==> src/rtl/decryption_regfile_if.sv <==
// Access bus of the decryption config register file: single-cycle request,
// registered done/error/rdata response one cycle later.
interface decryption_regfile_if #(
  parameter int unsigned AddrWidth = 8,
  parameter int unsigned RegWidth  = 16
);
  logic [AddrWidth-1:0] addr;
  logic                 read;
  logic                 write;
  logic [RegWidth-1:0]  wdata;
  logic [RegWidth-1:0]  rdata;
  logic                 done;
  logic                 error;

  modport master (
    output addr, read, write, wdata,
    input  rdata, done, error
  );

  modport slave (
    input  addr, read, write, wdata,
    output rdata, done, error
  );
endinterface

==> src/rtl/decryption_regfile.sv <==
// Config registers (algorithm select + Caesar/Scytale/ZigZag keys) for the
// decryption engine, with a 1-cycle-latency read/write access port.
module decryption_regfile #(
  parameter int unsigned AddrWidth = 8,
  parameter int unsigned RegWidth  = 16
) (
  input  logic                clk_i,
  input  logic                rst_i,
  decryption_regfile_if.slave bus,
  output logic [RegWidth-1:0] select_o,
  output logic [RegWidth-1:0] caesar_key_o,
  output logic [RegWidth-1:0] scytale_key_o,
  output logic [RegWidth-1:0] zigzag_key_o
);

  localparam logic [AddrWidth-1:0] AddrSel     = AddrWidth'(8'h00);
  localparam logic [AddrWidth-1:0] AddrCaesar  = AddrWidth'(8'h10);
  localparam logic [AddrWidth-1:0] AddrScytale = AddrWidth'(8'h12);
  localparam logic [AddrWidth-1:0] AddrZigzag  = AddrWidth'(8'h14);

  localparam logic [RegWidth-1:0] RstCaesar  = RegWidth'(16'h0000);
  localparam logic [RegWidth-1:0] RstScytale = RegWidth'(16'hFFFF);
  localparam logic [RegWidth-1:0] RstZigzag  = RegWidth'(16'h0002);

  logic [1:0]          sel_q, sel_d;
  logic [RegWidth-1:0] caesar_q, caesar_d;
  logic [RegWidth-1:0] scytale_q, scytale_d;
  logic [RegWidth-1:0] zigzag_q, zigzag_d;
  logic [RegWidth-1:0] rdata_q, rdata_d;
  logic                done_q, done_d;
  logic                error_q, error_d;

  logic [RegWidth-1:0] sel_ext;
  assign sel_ext = {{(RegWidth-2){1'b0}}, sel_q};

  // Write wins over read when both are requested in the same cycle.
  always_comb begin
    sel_d     = sel_q;
    caesar_d  = caesar_q;
    scytale_d = scytale_q;
    zigzag_d  = zigzag_q;
    rdata_d   = '0;
    done_d    = 1'b0;
    error_d   = 1'b0;
    if (bus.write) begin
      done_d = 1'b1;
      case (bus.addr)
        AddrSel:     sel_d     = bus.wdata[1:0];
        AddrCaesar:  caesar_d  = bus.wdata;
        AddrScytale: scytale_d = bus.wdata;
        AddrZigzag:  zigzag_d  = bus.wdata;
        default:     error_d   = 1'b1;
      endcase
    end else if (bus.read) begin
      done_d = 1'b1;
      case (bus.addr)
        AddrSel:     rdata_d = sel_ext;
        AddrCaesar:  rdata_d = caesar_q;
        AddrScytale: rdata_d = scytale_q;
        AddrZigzag:  rdata_d = zigzag_q;
        default:     error_d = 1'b1;
      endcase
    end
  end

  always_ff @(posedge clk_i) begin
    if (rst_i) begin
      sel_q     <= 2'b00;
      caesar_q  <= RstCaesar;
      scytale_q <= RstScytale;
      zigzag_q  <= RstZigzag;
      rdata_q   <= '0;
      done_q    <= 1'b0;
      error_q   <= 1'b0;
    end else begin
      sel_q     <= sel_d;
      caesar_q  <= caesar_d;
      scytale_q <= scytale_d;
      zigzag_q  <= zigzag_d;
      rdata_q   <= rdata_d;
      done_q    <= done_d;
      error_q   <= error_d;
    end
  end

  assign bus.rdata     = rdata_q;
  assign bus.done      = done_q;
  assign bus.error     = error_q;
  assign select_o      = sel_ext;
  assign caesar_key_o  = caesar_q;
  assign scytale_key_o = scytale_q;
  assign zigzag_key_o  = zigzag_q;

endmodule

==> src/flat_wrapper.sv <==
// flat-port wrapper written by rule: the top's interface ports become plain ports
module decryption_regfile_flat 
#(
  parameter int unsigned AddrWidth = 8,
  parameter int unsigned RegWidth  = 16
)
  (clk_i, rst_i, select_o, caesar_key_o, scytale_key_o, zigzag_key_o, bus_addr, bus_read, bus_write, bus_wdata, bus_rdata, bus_done, bus_error);
  decryption_regfile_if #(.AddrWidth(AddrWidth), .RegWidth(RegWidth)) bus_i ();
  input  logic clk_i;
  input  logic rst_i;
  output logic [RegWidth-1:0] select_o;
  output logic [RegWidth-1:0] caesar_key_o;
  output logic [RegWidth-1:0] scytale_key_o;
  output logic [RegWidth-1:0] zigzag_key_o;
  input wire logic [$bits(bus_i.addr)-1:0] bus_addr;
  input wire logic [$bits(bus_i.read)-1:0] bus_read;
  input wire logic [$bits(bus_i.write)-1:0] bus_write;
  input wire logic [$bits(bus_i.wdata)-1:0] bus_wdata;
  output wire logic [$bits(bus_i.rdata)-1:0] bus_rdata;
  output wire logic [$bits(bus_i.done)-1:0] bus_done;
  output wire logic [$bits(bus_i.error)-1:0] bus_error;
  assign bus_i.addr = bus_addr;
  assign bus_i.read = bus_read;
  assign bus_i.write = bus_write;
  assign bus_i.wdata = bus_wdata;
  assign bus_rdata = bus_i.rdata;
  assign bus_done = bus_i.done;
  assign bus_error = bus_i.error;
  decryption_regfile #(.AddrWidth(AddrWidth), .RegWidth(RegWidth)) u_core (.clk_i(clk_i), .rst_i(rst_i), .bus(bus_i), .select_o(select_o), .caesar_key_o(caesar_key_o), .scytale_key_o(scytale_key_o), .zigzag_key_o(zigzag_key_o));
endmodule
==> config.mk <==
export PLATFORM = sky130hd
export DESIGN_NAME = decryption_regfile_flat
export DESIGN_NICKNAME = d
export VERILOG_FILES = /design/src/rtl/decryption_regfile_if.sv /design/src/rtl/decryption_regfile.sv /design/src/flat_wrapper.sv
export SDC_FILE = /design/constraint.sdc
export NUM_CORES = 1
export LEC_CHECK = 0
export CAP_MARGIN = 10
export CORE_ASPECT_RATIO = 0.6
export CORE_MARGIN = 5
export CORE_UTILIZATION = 45
export DETAILED_ROUTE_END_ITERATION = 8
export PLACE_DENSITY = 0.8
export RECOVER_POWER = 25
export SKIP_CTS_REPAIR_TIMING = 1
export SYNTH_ARGS = -nofsm -noshare
export SYNTH_HDL_FRONTEND = slang
export SYNTH_SLANG_ARGS = --single-unit
==> constraint.sdc <==
create_clock -name clk_i -period 1.6 [get_ports clk_i]
set_input_delay 0.24 -clock clk_i [delete_from_list [all_inputs] [get_ports clk_i]]
set_output_delay 0.24 -clock clk_i [all_outputs]
set_load 0.02 [all_outputs]
==> results of run 1 <==
==> through the flow <==
step | setup slack [ns] | utilization [%]
CTS | 0.00176 | 67.5
detailed placement | -0.305 | 62.8
global placement | -0.189 | 62.8
floorplan | 0.190 | -
global route | 0.00159 | 66.4
finish | 0.0346 | 66.4
==> state kept, by name, indices dropped and copies added, names as in the netlist <==
signal                flops
u_core.bus.rdata         16
u_core.bus.error          1
u_core.caesar_key_o      16
u_core.bus.done           1
u_core.sel_q              2
u_core.zigzag_key_o      16
u_core.scytale_key_o     16
==> routing by layer <==
| layer | share of wire (%) | track usage (%) | vias up |
|---|---|---|---|
| met3 | 7.1 | 7.07 | 7 |
| met1 | 45 | 24.8 | 1256 |
| li1 | - | - | 1255 |
| met5 | 0 | 0 | - |
| met2 | 46 | 31.7 | 87 |
| met4 | 0.96 | 6.31 | 0 |
==> power by group <==
| group | internal [W] | switching, W | total [W] |
|---|---|---|---|
| Combinational | 0.000157 | 0.000168 | 0.000325 |
| Clock | 0.00140 | 0.000698 | 0.00210 |
| Sequential | 0.00170 | 0.00000249 | 0.00170 |
| Total | 0.00326 | 0.000869 | 0.00413 |
==> final timing paths <==
| check | endpoint | slack [ns] | depth (start not counted) | startpoint |
|---|---|---|---|---|
| min | u_core.bus.rdata[1] | 0.41 | 5 | rst_i |
| min reg2reg | u_core.sel_q[1] | 0.49 | 2 | u_core.sel_q[1] |
| max reg2reg | u_core.bus.rdata[7] | 0.66 | 3 | u_core.zigzag_key_o[7] |
| max | scytale_key_o[7] | 0.03 | 1 | u_core.scytale_key_o[7] |
==> layout make-up <==
type,count,area [sq um],area share [%]
clock inverters,4,72.6,1.63
well taps,87,109,2.45
clock buffers,12,246,5.54
flip-flops and latches,68,1360,30.6
repair buffers,119,1100,24.7
multi-input cells,223,1560,35.1
==> layout by cell type, fill, tap and decap left out <==
| cell | synthesis | routed |
|---|---|---|
| a22oi_1 | 12 | 12 |
| and3_1 | 2 | 2 |
| nor3_4 | 1 | 1 |
| and4_1 | 2 | 1 |
| nand2b_1 | 49 | 49 |
| o211ai_1 | 1 | 1 |
| dfxtp_1 | 68 | 68 |
| buf_12 | 1 | 3 |
| nor2_1 | 52 | 52 |
| clkinv_2 | 0 | 1 |
| dlygate4sd3_1 | 0 | 1 |
| and2_1 | 2 | 2 |
| a32oi_1 | 2 | 2 |
| buf_4 | 15 | 18 |
| mux2_2 | 16 | 16 |
| clkdlybuf4s50_1 | 0 | 77 |
| a31oi_1 | 2 | 2 |
| and4_2 | 0 | 1 |
| nor4_2 | 1 | 1 |
| clkinvlp_4 | 0 | 1 |
| clkbuf_4 | 0 | 1 |
| a21boi_0 | 1 | 1 |
| nand3_1 | 6 | 7 |
| buf_6 | 2 | 1 |
| buf_2 | 4 | 1 |
| conb_1 | 1 | 14 |
| nor3_2 | 1 | 2 |
| mux2i_1 | 50 | 50 |
| bufinv_16 | 0 | 2 |
| clkbuf_1 | 12 | 15 |
| o2111ai_1 | 1 | 1 |
| dlymetal6s2s_1 | 0 | 4 |
| clkbuf_16 | 0 | 9 |
| nand4_1 | 3 | 3 |
| nor4b_4 | 1 | 1 |
| nor3b_1 | 1 | 1 |
| a211oi_1 | 1 | 1 |
| clkbuf_8 | 0 | 1 |
==> cells by family (layout without fill, tap and decap cells) <==
family                 Yosys count  count (layout)  synth area share [%]
AND/OR/NAND/NOR                123             123                  21.8
AO/OA/AOI/OAI                   20              20                  4.87
buffers and inverters           35             135                  7.56
multiplexers                    66              66                  21.9
other                            1              14                 0.121
flip-flops                      68              68                  43.8
==> results.py, run 1 <==
metrics = {
    "detailed_routing": {
        "routed_wl_um": 8510,
        "vias": 2605,
        "drtIter0Drc": 186,
        "viasPerCell": 5.08,
        "antenna_left": 0,
        "drc": 0,
        "wl_per_cell_um": 16.6,
        "dr.pass1.iters": 5,
    },
    "finish": {
        "final-instance-count-excl-fill": 513,
        "fillCellCount": 565,
        "finalNetCount": 449,
        "antenna_cells": 0,
        "drive_gt1_share_pct": 14.1,
        "areaGrowthSynthToFinish_pct": 43.1,
        "final_area_sq_um": 4450,
    },
    "global_route": {
        "overflow": 0,
        "antenna_found_initial": 0,
        "grt_max_degree": 51,
        "track_usage_pct": 19.6,
        "grt_pass1_vias": 2676,
        "grt_pass1_wl_um": 13600,
    },
    "synthesis": {
        "yosysMostFrequentCell": "dfxtp_1",
        "ys_seq_area_share_pct": 43.8,
        "yosysWarnings": 0,
        "ys_ff_latch": 68,
        "yosysTopAreaCell": "dfxtp_1",
        "avgSynthCellArea_sq_um": 9.94,
        "postSynthCellCount": 313,
        "yosys-top-cells-area": "dfxtp_1, mux2i_1, nand2b_1",
        "yosys-top-cells-count": "dfxtp_1, nor2_1, mux2i_1",
        "syn_area_sq_um": 3110,
        "synthArstFlopShare_pct": 0,
        "post-synth-top-area-fraction_pct": 43.8,
        "ys_types": 31,
        "synth_edf_count": 0,
        "synth_ff_type": "dfxtp_1",
    },
    "sta": {
        "period_needed_ns": 1.57,
        "finalSetupTns_ns": 0,
        "drv_slew": 0,
        "final.period_utilization_pct": 97.8,
        "setup_viol": 0,
        "rsz0062_at_grt": "false",
        "skew_ns": 0.00418,
        "holdWs_ns": 0.412,
        "fmax_mhz": 639,
        "hold_viol": 0,
    },
    "floorplanning": {
        "initial_core_util_pct": 46.4,
        "core_sq_um": 6710,
        "dieArea_sq_um": 8730,
        "die-width_um": 117,
        "row_count": 23,
        "die_h_um": 74.4,
        "pin_count": 110,
    },
    "status": {
        "status": "finished, final reports clean",
    },
    "power_and_ir_drop": {
        "p_per_area_nw_per_um2": 928,
        "ir_worst_vdd_mv": 0.476,
        "p_leak_nw": 1.72,
        "total_power_w": 0.00413,
    },
    "setup_path": {
        "path_max_fanout": 3,
        "crit_chain": "clkdlybuf4s50_1",
        "start_kind": "register",
        "slowest_delay_ns": 0.63,
        "crit_family": "buffers and inverters",
        "endpoint_kind": "output port",
        "worstPathArrival_ns": 1.33,
        "cpMaxStageDelayCell": "clkdlybuf4s50_1",
        "critPathKind": "register to output port",
        "path_buf_inv": 1,
        "critPathRequiredTime_ns": 1.36,
    },
    "placed_design": {
        "place_inst": 497,
        "dpl_cell_area_sq_um": 4210,
        "gp_congestion": 0.883,
        "numPortBuffers": 95,
        "post-dp-hpwl_um": 6140,
    },
    "hold_path": {
        "hold_path_class": "input port to register",
    },
    "clock_tree": {
        "cts_sinks": 68,
        "clkTransAtPathRegs_ns": 0.06,
        "cts_root_buffer": "clkbuf_16",
        "cts_buffers": 9,
        "tritoncts": "yes",
        "cts_max_level": 3,
        "cts_buffer_depth": 2,
        "clock_latency_ns": 0.32,
    },
    "flow_run": {
        "max-cap-violations": 0,
    },
}
Note: power is estimated with default switching activity, not from simulation.
==> run 2: changes to the inputs <==
--- a/config.mk
+++ b/config.mk
@@ -5,12 +5,13 @@
 export SDC_FILE = /design/constraint.sdc
 export NUM_CORES = 1
 export LEC_CHECK = 0
-export CAP_MARGIN = 10
 export CORE_ASPECT_RATIO = 0.6
 export CORE_MARGIN = 5
-export CORE_UTILIZATION = 45
+export CORE_UTILIZATION = 55
+export CTS_CLUSTER_DIAMETER = 200
 export DETAILED_ROUTE_END_ITERATION = 8
-export PLACE_DENSITY = 0.8
+export DONT_BUFFER_PORTS = 1
+export PLACE_DENSITY = 0.7
 export RECOVER_POWER = 25
 export SKIP_CTS_REPAIR_TIMING = 1
 export SYNTH_ARGS = -nofsm -noshare
==> results.py, run 2 (synthesis gave the netlist of run 1 again) <==
metrics = {
    "status": {
        "status": "finished, final reports clean",
    },
    "global_route": {
        "grt_max_degree": 85,
        "grt_pass1_vias": 2124,
        "track_usage_pct": 20.3,
        "antenna_found_initial": 0,
        "overflow": 0,
        "grt_pass1_wl_um": 11300,
    },
    "sta": {
        "finalSetupTns_ns": 0,
        "period_needed_ns": 1.19,
        "skew_ns": 0.00758,
        "tightest_slew_ns": 0.526,
        "final.period_utilization_pct": 74.4,
        "rsz0062_at_grt": "false",
        "drv_slew": 0,
        "holdWs_ns": 0.0600,
        "slew_headroom_pct": 64.9,
        "setup_viol": 0,
        "hold_viol": 0,
        "fmax_mhz": 840,
    },
    "finish": {
        "final_cell_mix": "dfxtp_1, nor2_1, mux2i_1",
        "drive_gt1_share_pct": 13.3,
        "fin_util_pct": 59.4,
        "layout.cells.most_common": "dfxtp_1",
        "fillCellCount": 512,
        "antenna_cells": 0,
        "multi_input_area_sq_um": 1550,
        "final_area_sq_um": 3280,
        "final-instance-count-excl-fill": 385,
        "register_area_sq_um": 1360,
        "areaGrowthSynthToFinish_pct": 5.35,
        "finalNetCount": 340,
    },
    "setup_path": {
        "crit_chain": "nor3_1, buf_4, and3_1, clkbuf_2, mux2i_1",
        "cpMaxStageDelayCell": "clkbuf_2",
        "slowest_delay_ns": 0.44,
        "critPathRequiredTime_ns": 1.86,
        "critPathKind": "input port to register",
        "crit_family": "buffers and inverters",
        "worstPathArrival_ns": 1.45,
        "path_buf_inv": 2,
        "endpoint_kind": "register",
        "path_max_fanout": 14,
        "start_kind": "input port",
    },
    "floorplanning": {
        "die-width_um": 107,
        "core_sq_um": 5520,
        "pin_count": 110,
        "die_h_um": 68.3,
        "dieArea_sq_um": 7310,
        "initial_core_util_pct": 56.4,
        "row_count": 21,
    },
    "clock_tree": {
        "cts_buffers": 9,
        "tritoncts": "yes",
        "cts_buffer_depth": 2,
        "clkTransAtPathRegs_ns": 0.07,
        "cts_root_buffer": "clkbuf_8",
        "cts_sinks": 68,
        "cts_max_level": 3,
        "clock_latency_ns": 0.34,
    },
    "placed_design": {
        "place_inst": 369,
        "numPortBuffers": 0,
        "dpl_cell_area_sq_um": 3090,
        "post-dp-hpwl_um": 4870,
        "gp_congestion": 0.818,
    },
    "flow_run": {
        "max-cap-violations": 0,
    },
    "detailed_routing": {
        "antenna_left": 0,
        "routed_wl_um": 7180,
        "drc": 0,
        "drtIter0Drc": 90,
        "dr.pass1.iters": 5,
        "vias": 2150,
        "viasPerCell": 5.58,
        "wl_per_cell_um": 18.6,
    },
    "hold_path": {
        "hold_path_class": "input port to register",
    },
    "power_and_ir_drop": {
        "p_per_area_nw_per_um2": 1020,
        "p_leak_nw": 1.22,
        "ir_worst_vdd_mv": 0.493,
    },
}
## run 2: changes by cell type in the layout (fill, tap and decap cells not counted), sizes merged
cell and delta:
clkdlybuf4s50 -77, buf -16, clkbuf -14, dlymetal6s2s -4, clkinv +1
## run 2: per-layer routing
layer	up-vias	GRT usage [%]	share of wire (%)
li1	1037	-	-
met1	1017	25.8	45
met2	92	30.3	42
met3	4	10.6	12
met4	0	5.74	0.61
met5	-	0	0
## run 2: power by group
part	leakage [nW]	switching [W]	internal, W	total (W)
clock	0.102	0.000624	0.000864	0.00149
combinational	0.574	0.0000799	0.0000719	0.000152
sequential	0.549	0.00000925	0.00170	0.00171
## run 2: worst paths after layout
check	from	to	slack, ns	cells after the start
setup reg to reg	u_core.scytale_key_o[13]	u_core.bus.rdata[13]	0.56	3
hold / removal	bus_read	u_core.bus.done	0.06	2
setup / recovery	bus_addr[5]	u_core.zigzag_key_o[8]	0.41	5
hold reg to reg	u_core.caesar_key_o[15]	u_core.caesar_key_o[15]	0.59	2
## run 2: metrics by stage
step | power (W) | setup slack, ns
floorplan | 0.00193 | 0.190
global placement | 0.00189 | 0.367
detailed placement | 0.00189 | 0.321
CTS | 0.00338 | 0.501
global route | 0.00346 | 0.289
finish | 0.00335 | 0.410
## run 2: cell type report
type | count | share of cell area [%]
well taps | 69 | 2.63
multi-input cells | 223 | 47.3
clock buffers | 10 | 3.89
repair buffers | 10 | 2.21
flip-flops and latches | 68 | 41.5
clock inverters | 5 | 2.37
==> run 3: changes to the inputs <==
--- a/config.mk
+++ b/config.mk
@@ -11,7 +11,7 @@
 export CTS_CLUSTER_DIAMETER = 200
 export DETAILED_ROUTE_END_ITERATION = 8
 export DONT_BUFFER_PORTS = 1
-export PLACE_DENSITY = 0.7
+export PLACE_DENSITY = 0.73
 export RECOVER_POWER = 25
 export SKIP_CTS_REPAIR_TIMING = 1
 export SYNTH_ARGS = -nofsm -noshare
==> constraint.sdc (replaced) <==
create_clock -name clk_i -period 1 [get_ports clk_i]
set_input_delay 0.15 -clock clk_i [delete_from_list [all_inputs] [get_ports clk_i]]
set_output_delay 0.15 -clock clk_i [all_outputs]
set_load 0.02 [all_outputs]
==> results.py, run 3 (synthesis gave the netlist of run 1 again) <==
metrics = {
    "setup_path": {
        "critPathRequiredTime_ns": 0.85,
        "worstPathArrival_ns": 0.83,
        "cpMaxStageDelayCell": "dfxtp_2",
        "cp.depth": 1,
        "reg2reg_from": "u_core.scytale_key_o[10]",
        "crit_family": "flip-flops",
        "slowest_delay_ns": 0.36,
        "start_kind": "register",
        "reg2reg_to": "u_core.bus.rdata[10]",
        "crit_start": "u_core.scytale_key_o[6]",
        "path_buf_inv": 1,
        "crit_chain": "buf_6",
        "critPathKind": "register to output port",
        "endpoint_kind": "output port",
        "path_max_fanout": 3,
        "rrSetupSlack_ns": 0.06,
        "r2r_cells": 3,
        "crit_end": "scytale_key_o[6]",
    },
    "finish": {
        "final_cell_mix": "nor2_1, mux2i_1, nand2b_1",
        "antenna_cells": 0,
        "layout.cells.most_common": "nor2_1",
        "drive_gt1_share_pct": 39.3,
        "areaGrowthSynthToFinish_pct": 31.4,
        "final_area_sq_um": 4090,
        "finalNetCount": 415,
        "fillCellCount": 400,
    },
    "floorplanning": {
        "initial_core_util_pct": 56.4,
        "row_count": 21,
        "pin_count": 110,
        "core_sq_um": 5520,
        "die-width_um": 107,
        "dieArea_sq_um": 7310,
        "die_h_um": 68.3,
    },
    "sta": {
        "period_needed_ns": 0.980,
        "fin_ws_ns": 0.0198,
        "rsz0062_at_grt": "true",
        "holdWs_ns": -0.0221,
        "setup_viol": 0,
        "hold_viol": 30,
        "fmax_mhz": 1020,
        "skew_ns": 0.00416,
        "final.period_utilization_pct": 98.0,
        "drv_slew": 0,
    },
    "hold_path": {
        "hold_path_class": "input port to register",
    },
    "detailed_routing": {
        "highest_layer": "met4",
        "viasPerCell": 5.22,
        "dr.pass1.iters": 4,
        "drtIter0Drc": 130,
        "drc": 0,
        "routed_wl_um": 8020,
        "wl_per_cell_um": 17.4,
        "met3_length_um": 673,
        "vias": 2405,
        "wl_met1_um": 3600,
        "antenna_left": 0,
        "wl_met2_um": 3660,
    },
    "global_route": {
        "grt_pass1_wl_um": 11900,
        "antenna_found_initial": 0,
        "track_usage_pct": 21.5,
        "grt_pass1_vias": 2297,
        "overflow": 0,
        "grt_max_degree": 85,
    },
    "flow_run": {
        "max-cap-violations": 0,
    },
    "clock_tree": {
        "cts_sinks": 68,
        "cts_buffers": 9,
        "cts_max_level": 3,
        "clkTransAtPathRegs_ns": 0.07,
        "cts_root_buffer": "clkbuf_8",
        "clock_latency_ns": 0.34,
        "tritoncts": "yes",
        "cts_buffer_depth": 2,
    },
    "power_and_ir_drop": {
        "p_per_area_nw_per_um2": 1220,
        "p_leak_nw": 1.63,
        "ir_worst_vdd_mv": 0.692,
    },
    "status": {
        "status": "finished with violations",
        "failed_checks": "hold timing",
    },
    "placed_design": {
        "dpl_cell_area_sq_um": 3510,
        "gp_congestion": 0.810,
        "numPortBuffers": 0,
        "pre_cts_slack_ns": -0.142,
        "post-dp-hpwl_um": 5440,
    },
}
run 3: changes by cell type in the layout (fill, tap and decap cells not counted), moves of 2 or more:
cell           change
buf_6             +48
dfxtp_1           -48
dfxtp_2           +48
dlygate4sd3_1     +15
buf_4             +10
bufinv_16          -2
clkinv_2           +2
nor3_1             -2
run 3: layout make-up:
class	instances	area [sq um]	area share, %
Multi-Input combinational cell	223	1560	38.2
Tap cell	69	86.3	2.11
Timing Repair Buffer	85	850	20.8
Clock inverter	7	43.8	1.07
Sequential cell	68	1420	34.8
Clock buffer	9	124	3.03
run 3: worst min path at each step:
| stage | startpoint | to | slack (ns) | depth (start not counted) |
|---|---|---|---|---|
| after floorplan | bus_read | u_core.bus.done | 0.29 | 2 |
| after global placement | rst_i | u_core.bus.done | 0.24 | 1 |
| after detailed placement | rst_i | u_core.bus.done | 0.24 | 1 |
| after CTS | rst_i | u_core.bus.done | -0.13 | 1 |
| after global routing | rst_i | u_core.zigzag_key_o[1] | -0.04 | 2 |
| final | rst_i | u_core.scytale_key_o[5] | -0.02 | 2 |
run 3: metrics by stage:
step | setup TNS, ns | util, % | std cells | hold slack (ns) | power [W]
global placement | -4.45 | 63.6 | 421 | 0.244 | 0.00304
floorplan | -5.69 | - | 326 | 0.290 | 0.00311
detailed placement | -5.22 | 63.6 | 421 | 0.245 | 0.00304
finish | 0 | 74.1 | 461 | -0.0221 | 0.00500
global route | -0.140 | 74.1 | 461 | -0.0390 | 0.00519
CTS | -0.738 | 66.6 | 437 | -0.128 | 0.00497
run 3: layer usage:
metal	global-route usage, %	up-vias
met5	0	-
met4	5.74	0
met3	9.61	10
met2	34.0	74
met1	27.1	1130
li1	-	1191
run 3: where the power goes:
part           internal [W]  total (W)  switching [W]
combinational      0.000165   0.000316       0.000151
clock              0.000883    0.00196        0.00107
sequential          0.00271    0.00272      0.0000114
